===== config.mk =====
export PLATFORM = sky130hd
export DESIGN_NAME = odd_count_monitor
export DESIGN_NICKNAME = d
export VERILOG_FILES = /design/src/rtl/odd_count_monitor.sv
export SDC_FILE = /design/constraint.sdc
export NUM_CORES = 1
export LEC_CHECK = 0
export BUFFER_PORTS_ARGS = -buffer_cell sky130_fd_sc_hd__buf_4
export CAP_MARGIN = 20
export CELL_PAD_IN_SITES_DETAIL_PLACEMENT = 1
export CELL_PAD_IN_SITES_GLOBAL_PLACEMENT = 1
export CORE_ASPECT_RATIO = 1.75
export CORE_MARGIN = 4
export CORE_UTILIZATION = 35
export DETAILED_ROUTE_END_ITERATION = 6
export PLACE_DENSITY = 0.64
export SYNTH_ARGS = -nofsm -noshare
export SYNTH_HDL_FRONTEND = slang
export SYNTH_SLANG_ARGS = --single-unit

===== constraint.sdc =====
create_clock -name clk -period 3.75 [get_ports clk]
set_clock_uncertainty 0.2 [all_clocks]
set_input_delay 0.5625 -clock clk [delete_from_list [all_inputs] [get_ports clk]]
set_output_delay 0.5625 -clock clk [all_outputs]
set_load 0.1 [all_outputs]

===== src/rtl/odd_count_monitor.sv =====
// Consumer-side sequence checker for an odd counter: locks onto 1,3,5,...,255,1,...
// and reports every deviation while locked, with a saturating error count.
`timescale 1ns/1ps
module odd_count_monitor #(
    parameter int WIDTH     = 8,
    parameter int LOCK_CNT  = 4,
    parameter int ERR_LIMIT = 3
) (
    input  logic             clk,
    input  logic             reset,
    input  logic [WIDTH-1:0] cnt_i,
    input  logic             sample_en_i,
    input  logic             clr_i,
    output logic             locked_o,
    output logic             err_o,
    output logic [15:0]      err_count_o,
    output logic [WIDTH-1:0] expected_o,
    output logic [1:0]       state_o
);

    typedef enum logic [1:0] {
        HUNT   = 2'd0,
        SYNC   = 2'd1,
        LOCKED = 2'd2,
        ERR    = 2'd3
    } state_t;

    localparam logic [3:0] LOCK_N = LOCK_CNT[3:0];
    localparam logic [3:0] ERR_N  = ERR_LIMIT[3:0];

    function automatic logic [15:0] sat_inc(input logic [15:0] v);
        sat_inc = (v == 16'hFFFF) ? v : v + 16'd1;
    endfunction

    state_t           state_r, state_s;
    logic [WIDTH-1:0] ref_r, ref_s, step_s, expected_s;
    logic [3:0]       good_run_r, good_run_s, bad_run_r, bad_run_s;
    logic [15:0]      err_count_s;
    logic             err_s, match_s, odd_s;

    // Next-state, reference and run-counter evaluation for the current sample
    always_comb begin
        step_s     = ref_r + WIDTH'(2);
        match_s    = (cnt_i == step_s);
        odd_s      = cnt_i[0];
        state_s    = state_r;
        ref_s      = ref_r;
        good_run_s = good_run_r;
        bad_run_s  = bad_run_r;
        err_s      = 1'b0;
        if (sample_en_i) begin
            case (state_r)
                HUNT: begin
                    if (odd_s) begin
                        ref_s      = cnt_i;
                        good_run_s = 4'd0;
                        state_s    = SYNC;
                    end else begin
                        state_s = HUNT;
                    end
                end
                SYNC: begin
                    if (!odd_s) begin
                        state_s = HUNT;
                    end else if (match_s) begin
                        ref_s      = cnt_i;
                        good_run_s = good_run_r + 4'd1;
                        if (good_run_r + 4'd1 == LOCK_N) begin
                            state_s = LOCKED;
                        end else begin
                            state_s = SYNC;
                        end
                    end else begin
                        ref_s      = cnt_i;
                        good_run_s = 4'd0;
                    end
                end
                LOCKED: begin
                    if (match_s) begin
                        ref_s = cnt_i;
                    end else begin
                        // odd samples resync the reference, even ones freewheel it
                        err_s     = 1'b1;
                        bad_run_s = 4'd1;
                        ref_s     = odd_s ? cnt_i : step_s;
                        state_s   = (ERR_LIMIT == 1) ? HUNT : ERR;
                    end
                end
                ERR: begin
                    if (match_s) begin
                        ref_s     = cnt_i;
                        bad_run_s = 4'd0;
                        state_s   = LOCKED;
                    end else begin
                        err_s     = 1'b1;
                        bad_run_s = bad_run_r + 4'd1;
                        ref_s     = odd_s ? cnt_i : step_s;
                        if (bad_run_r + 4'd1 == ERR_N) begin
                            state_s = HUNT;
                        end else begin
                            state_s = ERR;
                        end
                    end
                end
                default: begin
                    state_s = HUNT;
                end
            endcase
        end else begin
            state_s = state_r;
        end

        // an error on the same edge as a clear leaves exactly that one error counted
        if (err_s) begin
            err_count_s = clr_i ? 16'd1 : sat_inc(err_count_o);
        end else if (clr_i) begin
            err_count_s = 16'd0;
        end else begin
            err_count_s = err_count_o;
        end

        if (state_s == HUNT) begin
            expected_s = '0;
        end else begin
            expected_s = ref_s + WIDTH'(2);
        end
    end

    // State and registered outputs
    always_ff @(posedge clk or posedge reset) begin
        if (reset) begin
            state_r     <= HUNT;
            ref_r       <= '0;
            good_run_r  <= 4'd0;
            bad_run_r   <= 4'd0;
            locked_o    <= 1'b0;
            err_o       <= 1'b0;
            err_count_o <= 16'd0;
            expected_o  <= '0;
            state_o     <= 2'd0;
        end else begin
            state_r     <= state_s;
            ref_r       <= ref_s;
            good_run_r  <= good_run_s;
            bad_run_r   <= bad_run_s;
            locked_o    <= (state_s == LOCKED) || (state_s == ERR);
            err_o       <= err_s;
            err_count_o <= err_count_s;
            expected_o  <= expected_s;
            state_o     <= state_s;
        end
    end

endmodule


### After elaboration in Yosys (flattened, before gate mapping)

Cells that the tools add are included.

| storage, ports and cells | value |
|---|---|
| register bits after elaboration | 44 |
| bits of input ports | 12 |
| logic and storage cells | 66 |
| output and inout bits | 28 |

| cells by class | value |
|---|---|
| mux-type cells | 29 |
| reductions and logical operators | 11 |
| $add $sub $neg | 5 |
| equality and inequality tests | 13 |

Operators by type and width:

| operator | count |
|---|---|
| two-way mux 16 bit | 4 |
| two-way mux 8 bit | 5 |
| two-way mux 4 bit | 5 |
| adder 16 x 1 -> 16 bit, second input constant | 1 |
| adder 8 x 2 -> 8 bit, second input constant | 2 |
| == test 16 bit, second input constant | 1 |
| one-hot mux 4 bit (2 select lines) | 2 |
| one-hot mux 8 bit (2 select lines) | 1 |
| two-way mux 2 bit | 7 |
| adder 4 x 1 -> 4 bit, second input constant | 2 |
| == test 2 bit, second input constant | 4 |
| == test 8 bit | 1 |
| inequality test 2 bit, second input constant | 4 |
| one-hot mux 2 bit (4 select lines) | 1 |
| nonzero test 2 bit | 3 |
| == test 4 x 2 -> 1 bit, second input constant | 1 |
| == test 4 x 3 -> 1 bit, second input constant | 1 |
| zero test 2 bit | 2 |
| two-way mux 1 bit | 4 |
| AND reduction 4 bit | 1 |
| OR reduction 2 bit | 2 |
| AND reduction 3 bit | 1 |
| == test 2 x 1 -> 1 bit, second input constant | 1 |
| AND reduction 2 bit | 1 |
| logical OR 1 bit | 1 |

### Depth between registers and ports, before layout

Gate-level depths: netlist of the first run.

| depth | value |
|---|---|
| word-level depth | 9 |
| mapped depth | 11 |
| mapped depth without buffers | 9 |

### Least setup slack after synthesis of the first run

OpenSTA, ideal clock, no wires.

| timing path | value |
|---|---|
| path kind | register to register |
| start point | register state_r[0] |
| end point | register expected_o[7] |
| period minus slack after synthesis | 3.070 ns |
| stages on the path, launching flop included | 9 |
| data arrival time | 2.745 ns |
| buffers on the path | 1 |
| data required time | 3.425 ns |
| library setup time | 0.125 ns |
| slack | 0.680 ns |
| path through | dfrtp_1 inv_1 nor4_1 a2111oi_0 or3_1 a222oi_1 buf_4 nor2_1 mux2_2 |

| between the ends | value |
|---|---|
| word-level cells in the longest chain between the ends | 6 |
| elaborated cells on any way between the ends | 16 |
| classes of those cells | 1 x add/sub; 3 x eq/ne; 8 x mux; 4 x reduce/logical |

Ends and longest elaborated chain:

| item | line | source |
|---|---|---|
| from (decl) | 35 | `state_t state_r, state_s;` |
| from (signal assigned) | 142 | `state_r <= state_s;` |
| == test 2 bit (tied with other cells) | 52 | `case (state_r)` |
| OR reduction 2 bit (no line) / two-way mux 2 bit (equally long branches) | - |  |
| one-hot mux 8 bit (2 select lines) / one-hot mux 2 bit (4 select lines) (equally long branches) | 52 |  |
| two-way mux 8 bit / two-way mux 2 bit (equally long branches) | 51 | `if (sample_en_i) begin` |
| adder 8 x 2 -> 8 bit / zero test 2 bit (equally long branches) | 125, 122 |  |
| two-way mux 8 bit * | 122 | `if (state_s == HUNT) begin` |
| named net expected_s[7] | 36 | `logic [WIDTH-1:0] ref_r, ref_s, step_s, expected_s;` |
| to (signal assigned) | 149 | `expected_o <= expected_s;` |
| to (decl) | 17 | `output logic [WIDTH-1:0] expected_o,` |

The timed path passes the listed nets; every way through them passes the cells marked *.
A chain may end at the register's enable or synchronous reset.

### Worst setup path after layout of the first run

| timing path | value |
|---|---|
| start point | register ref_r[1] |
| end point | register expected_o[6] |

| between the ends | value |
|---|---|
| word-level cells in the longest chain between the ends | 8 |
| elaborated cells on any way between the ends | 16 |
| classes of those cells | 2 x add/sub; 1 x eq/ne; 12 x mux; 1 x reduce/logical |

Ends and longest elaborated chain:

| item | line | source |
|---|---|---|
| from (decl) | 36 |  |
| from (signal assigned) | 143 | `ref_r <= ref_s;` |
| branches (longest 7 deep; another with adder 8 x 2 -> 8 bit) | - |  |
| two-way mux 8 bit * | 122 |  |
| named net expected_s[6] | 36 |  |

Mark *: on every way through the listed nets, which the timed path passes.

==> results of run 1 <==
[per-stage QoR]
stage,cell area [um2],hold WS [ps],total power [uW]
global route,3210,338,2620
floorplan,2690,268,1740
finish,3210,291,2490
CTS,3210,310,2520
detailed placement,3050,296,2040
global placement,3050,289,2030
[layer usage]
metal / routed length, um / global-route usage
met5: 0 / 0
met4: 212 / 0.0947
met3: 289 / 0.0331
met2: 4050 / 0.316
met1: 2920 / 0.193
[path summary, 6_finish.rpt]
check / cells after the start / start / to
hold reg to reg: 2 / bad_run_r[3]$_DFFE_PP0P_ / bad_run_r[3]$_DFFE_PP0P_
setup reg to reg: 9 / ref_r[1]$_DFF_PP0_ / expected_o[6]$_DFF_PP0_
setup / recovery: 9 / ref_r[1]$_DFF_PP0_ / expected_o[6]$_DFF_PP0_
min in group clk: 2 / bad_run_r[3]$_DFFE_PP0P_ / bad_run_r[3]$_DFFE_PP0P_
hold / removal: 2 / reset / err_o$_DFF_PP0_
max in group asynchronous: 2 / reset / expected_o[5]$_DFF_PP0_
[sequential cells by signal, summed over array words and instances (netlist names)]
signal	cells
bad_run_r	4
err_count_o	16
ref_r	8
locked_o	1
expected_o	8
state_r	2
err_o	1
good_run_r	4
[layout by cell type, fill, tap and decap left out, types with 9 or more instances in the layout]
cell type   n
nand2_1    24
a21oi_1    17
buf_4      44
xnor2_1    19
inv_1      13
dfrtp_1    44
o21ai_0     9
nor2_1     22
nand3_1    11
nor3_1     18
[critical path: stages, from the launching register on]
cell      delay [ps]
dfrtp_1          460
ha_1             320
and3_2           250
xnor2_1          270
o211ai_1         260
buf_4            230
o2111a_1         270
nor4_1           560
nand4_1          170
a21oi_1          200
[layout make-up]
type / instances / area [um2] / area share
Clock buffer: 7 / 153 / 0.0476
Timing Repair Buffer: 44 / 330 / 0.103
Inverter: 15 / 56.3 / 0.0176
Sequential cell: 44 / 1100 / 0.343
Multi-Input combinational cell: 216 / 1460 / 0.454
Tap cell: 88 / 110 / 0.0343
[power by group through the flow]
stage	Clock [uW]	Combinational, uW	Sequential [uW]
floorplan	0	602	1140
global placement	0	1310	728
detailed placement	0	1310	728
CTS	479	1320	721
global route	496	1390	738
finish	464	1310	720
[kinds of logic (layout without fill, tap and decap cells)]
group | count (synthesis) | in the layout | share of synthesized area
flip-flops | 44 | 44 | 0.409
XOR/XNOR | 28 | 28 | 0.101
adder cells (fa/ha/maj) | 8 | 8 | 0.0372
buffers and inverters | 29 | 66 | 0.0493
AND/OR/NAND/NOR | 116 | 116 | 0.231
AO/OA/AOI/OAI | 60 | 60 | 0.157
multiplexers | 4 | 4 | 0.0158
==> flow_metrics.env, run 1 <==
export IMPL_synth_edf_count=0
export IMPL_initial_utilization=0.358
export IMPL_grt_usage=0.177
export IMPL_rsz0062_at_grt="false"
export IMPL_cts_buffers_inserted=5
export IMPL_die_h_um=124
export IMPL_grt_pass1_wl_um=12500
export IMPL_power_density_nw_per_um2=777
export IMPL_maxCapViolCount=0
export IMPL_clockBufferDepth=2
export IMPL_final_nets=346
export IMPL_vias=2321
export IMPL_cts_htree_levels=2
export IMPL_wl_per_cell_um=18.1
export IMPL_irDropWorstVdd_v=0.000353
export IMPL_ant_nets=0
export IMPL_dieArea_um2=9210
export IMPL_synth_nets=309
export IMPL_drt_total_wl_um=7470
export IMPL_synth_cells=289
export IMPL_cts_sinks=44
export IMPL_cp_max_fo=7
export IMPL_overflow=0
export IMPL_worst_pin_slew_ps=978
export IMPL_via_per_inst=5.61
export IMPL_synth_flop_cell="dfrtp_1"
export IMPL_crit_type="flop to flop"
export IMPL_synth_top_cell_by_area="dfrtp_1"
export IMPL_hpwl_um=5550
export IMPL_setup_tns_ps=0
export IMPL_power_frac_comb=0.524
export IMPL_setup_viol=0
export IMPL_critPathCaptureType="flop"
export IMPL_synth_distinct_cells=61
export IMPL_netlist_area_um2=2690
export IMPL_drt_iter0_markers=101
export IMPL_cts_tree="built"
export IMPL_ys_seq_area_frac=0.409
export IMPL_coreArea_um2=7510
export IMPL_ys_top_cells_by_area="dfrtp_1, xnor2_1, ha_1"
export IMPL_postCtsResizedCells=0
export IMPL_netlist_top_cells_count="dfrtp_1, nand2_1, nor2_1"
export IMPL_fmax_mhz=305
export IMPL_drive_gt1_frac=0.215
export IMPL_fin_crit_sh=0.874
export IMPL_io_pins=40
export IMPL_required_ps=3760
export IMPL_r2r_setup_slack_ps=470
export IMPL_antenna_found_initial=0
export IMPL_die_width_um=74.3
export IMPL_cts_hold_buf=0
export IMPL_final_hold_viol_count=0
export IMPL_post_route_util=0.427
export IMPL_synth_most_common_cell="dfrtp_1"
export IMPL_yosysTopAreaCellShare=0.409
export IMPL_grt_pass1_vias=2515
export IMPL_p_seq_frac=0.289
export IMPL_final_cells=414
export IMPL_drv_slew=0
export IMPL_startpoint_type="flop"
export IMPL_drc_errors=0
export IMPL_fill_cells=901
export IMPL_avgSynthCellArea_um2=9.31
export IMPL_power_share_clock=0.186
export IMPL_power_leakage_uw=0.00134
export IMPL_min_period_ps=3280
export IMPL_switching_share=0.494
export IMPL_status="finished clean"
export IMPL_globalplace_congestion=0.830
export IMPL_maxSlewHeadroom=0.348
export IMPL_area_growth_pct=19.2
export IMPL_yosys_warnings=0
export IMPL_setup_ws_ps=474
export IMPL_insertion_delay_ps=290
export IMPL_p_switching_uw=1230
export IMPL_grt_max_degree=45
export IMPL_p_int_uw=1260
export IMPL_row_count=42
export IMPL_clk_root_buffer_cell="clkbuf_16"
export IMPL_drtPass1Iterations=4
export IMPL_critical_path_arrival_ps=3290
export IMPL_antenna_cells=0
export IMPL_clkTransAtPathRegs_ps=60
export IMPL_dp_cells=407
export IMPL_cts_setup_buffers=0
export IMPL_hold_class="primary input to async pin"
export IMPL_port_buffers=39
export IMPL_place_ws_ps=414
export IMPL_ys_ff_latch=44
export IMPL_ys_async_sr_fraction=1.00
No activity file was read; power rests on OpenSTA's default activity.
==> run 2, diff against run 1 <==
--- a/config.mk
+++ b/config.mk
@@ -13,7 +13,7 @@
 export CORE_MARGIN = 4
 export CORE_UTILIZATION = 35
 export DETAILED_ROUTE_END_ITERATION = 6
-export PLACE_DENSITY = 0.64
+export PLACE_DENSITY = 0.69
 export SYNTH_ARGS = -nofsm -noshare
 export SYNTH_HDL_FRONTEND = slang
 export SYNTH_SLANG_ARGS = --single-unit
==> flow_metrics.env, run 2 (synthesis gave the netlist of run 1 again) <==
export IMPL_maxCapViolCount=0
export IMPL_hold_class="flop to flop"
export IMPL_grt_pass1_vias=2493
export IMPL_biggestRegsByFlops="err_count_o: 16 flops, expected_o: 8 flops, ref_r: 8 flops"
export IMPL_cts_htree_levels=2
export IMPL_largest_reg_flops=16
export IMPL_drc_errors=0
export IMPL_hpwl_um=5610
export IMPL_globalplace_congestion=0.909
export IMPL_irDropWorstVdd_v=0.000303
export IMPL_setup_tns_ps=0
export IMPL_min_period_ps=3240
export IMPL_clkTransAtPathRegs_ps=60
export IMPL_rsz0062_at_grt="false"
export IMPL_overflow=0
export IMPL_setup_viol=0
export IMPL_cts_sinks=44
export IMPL_die_width_um=74.3
export IMPL_clockBufferDepth=2
export IMPL_maxSlewHeadroom=0.599
export IMPL_grt_pass1_wl_um=12600
export IMPL_power_density_nw_per_um2=782
export IMPL_final_common_cell="dfrtp_1"
export IMPL_wl_per_cell_um=18.0
export IMPL_cts_tree="built"
export IMPL_port_buffers=39
export IMPL_top_register="err_count_o"
export IMPL_insertion_delay_ps=290
export IMPL_io_pins=40
export IMPL_final_nets=347
export IMPL_area_growth_pct=20.7
export IMPL_drv_slew=0
export IMPL_cts_buffers_inserted=5
export IMPL_required_ps=3780
export IMPL_fill_cells=884
export IMPL_drt_total_wl_um=7470
export IMPL_layout_common_cells="dfrtp_1, buf_4, nand2_1, nor2_1, xnor2_1"
export IMPL_initial_utilization=0.358
export IMPL_stdcell_area_um2=3250
export IMPL_antenna_found_initial=0
export IMPL_drive_gt1_frac=0.216
export IMPL_status="finished clean"
export IMPL_row_count=42
export IMPL_critPathCaptureType="flop"
export IMPL_power_leakage_uw=0.00136
export IMPL_die_h_um=124
export IMPL_postPlaceCellArea_um2=3050
export IMPL_drt_iter0_markers=109
export IMPL_fin_crit_sh=0.865
export IMPL_grt_max_degree=45
export IMPL_via_per_inst=5.58
export IMPL_clk_root_buffer_cell="clkbuf_16"
export IMPL_final_hold_viol_count=0
export IMPL_ant_nets=0
export IMPL_timing_hold_ws_ps=314
export IMPL_startpoint_type="flop"
export IMPL_crit_type="flop to flop"
export IMPL_postCtsResizedCells=0
export IMPL_cp_max_fo=9
export IMPL_dieArea_um2=9210
export IMPL_critical_path_arrival_ps=3280
export IMPL_coreArea_um2=7510
export IMPL_drtPass1Iterations=5
export IMPL_grt_usage=0.180
export IMPL_fmax_mhz=308
export IMPL_vias=2321
export IMPL_worst_pin_slew_ps=594
export IMPL_antenna_cells=0
run 2: stage by stage:
step	utilization	power [uW]	instances	worst slack [ps]
after detailed placement	0.405	2040	406	351
after floorplan	-	1740	289	680
after global placement	0.405	2020	406	496
after global routing	0.432	2690	416	313
final	0.432	2540	416	505
after CTS	0.428	2570	414	526
run 2: final timing paths:
kind / startpoint / endpoint / slack (ps) / depth (start not counted)
worst min register to register: bad_run_r[3]$_DFFE_PP0P_ / bad_run_r[3]$_DFFE_PP0P_ / 310 / 2
max in group asynchronous: reset / expected_o[5]$_DFF_PP0_ / 2350 / 4
worst max-delay path: ref_r[1]$_DFF_PP0_ / expected_o[7]$_DFF_PP0_ / 510 / 10
worst min-delay path: bad_run_r[3]$_DFFE_PP0P_ / bad_run_r[3]$_DFFE_PP0P_ / 310 / 2
min in group asynchronous: reset / err_o$_DFF_PP0_ / 540 / 3
worst max register to register: ref_r[1]$_DFF_PP0_ / expected_o[7]$_DFF_PP0_ / 510 / 10
run 2: timing repair:
action	4_1_cts	5_1_grt
endpoints found under the hold margin	0	8
endpoints found under the setup margin	0	0
setup buffers	0	0
hold buffers	0	1
run 2: where the power goes:
part,total (uW),leakage (uW),switching [uW],internal [uW]
Clock,517,0.0000804,201,317
Combinational,1300,0.000716,913,391
Sequential,719,0.000559,132,586
Total,2540,0.00136,1250,1290
run 2: routing by layer:
layer  up-vias  track usage  routed length (um)  share of wire
li1       1114            -                   -              -
met1      1148        0.198                2850           0.38
met2        42        0.325                4140           0.55
met3        17       0.0331                 257          0.034
met4         0       0.0880                 220          0.029
met5         -            0                   0              0
run 2: layout make-up:
cell class,count,area (um2),share of cell area
clock buffer,5,125,0.0385
clock inverter,3,46.3,0.0143
timing repair buffer,45,353,0.109
inverter,15,56.3,0.0173
tap,88,110,0.0339
sequential,44,1100,0.339
multi-input combinational,216,1460,0.448
run 2: critical path, cell delays in order, from the launching register on:
cell	delay [ps]
dfrtp_1	460
ha_1	300
and3_2	250
xnor2_1	240
o211ai_1	280
buf_4	240
o41ai_1	590
a222oi_1	150
buf_4	210
nor2b_1	110
mux2_2	150
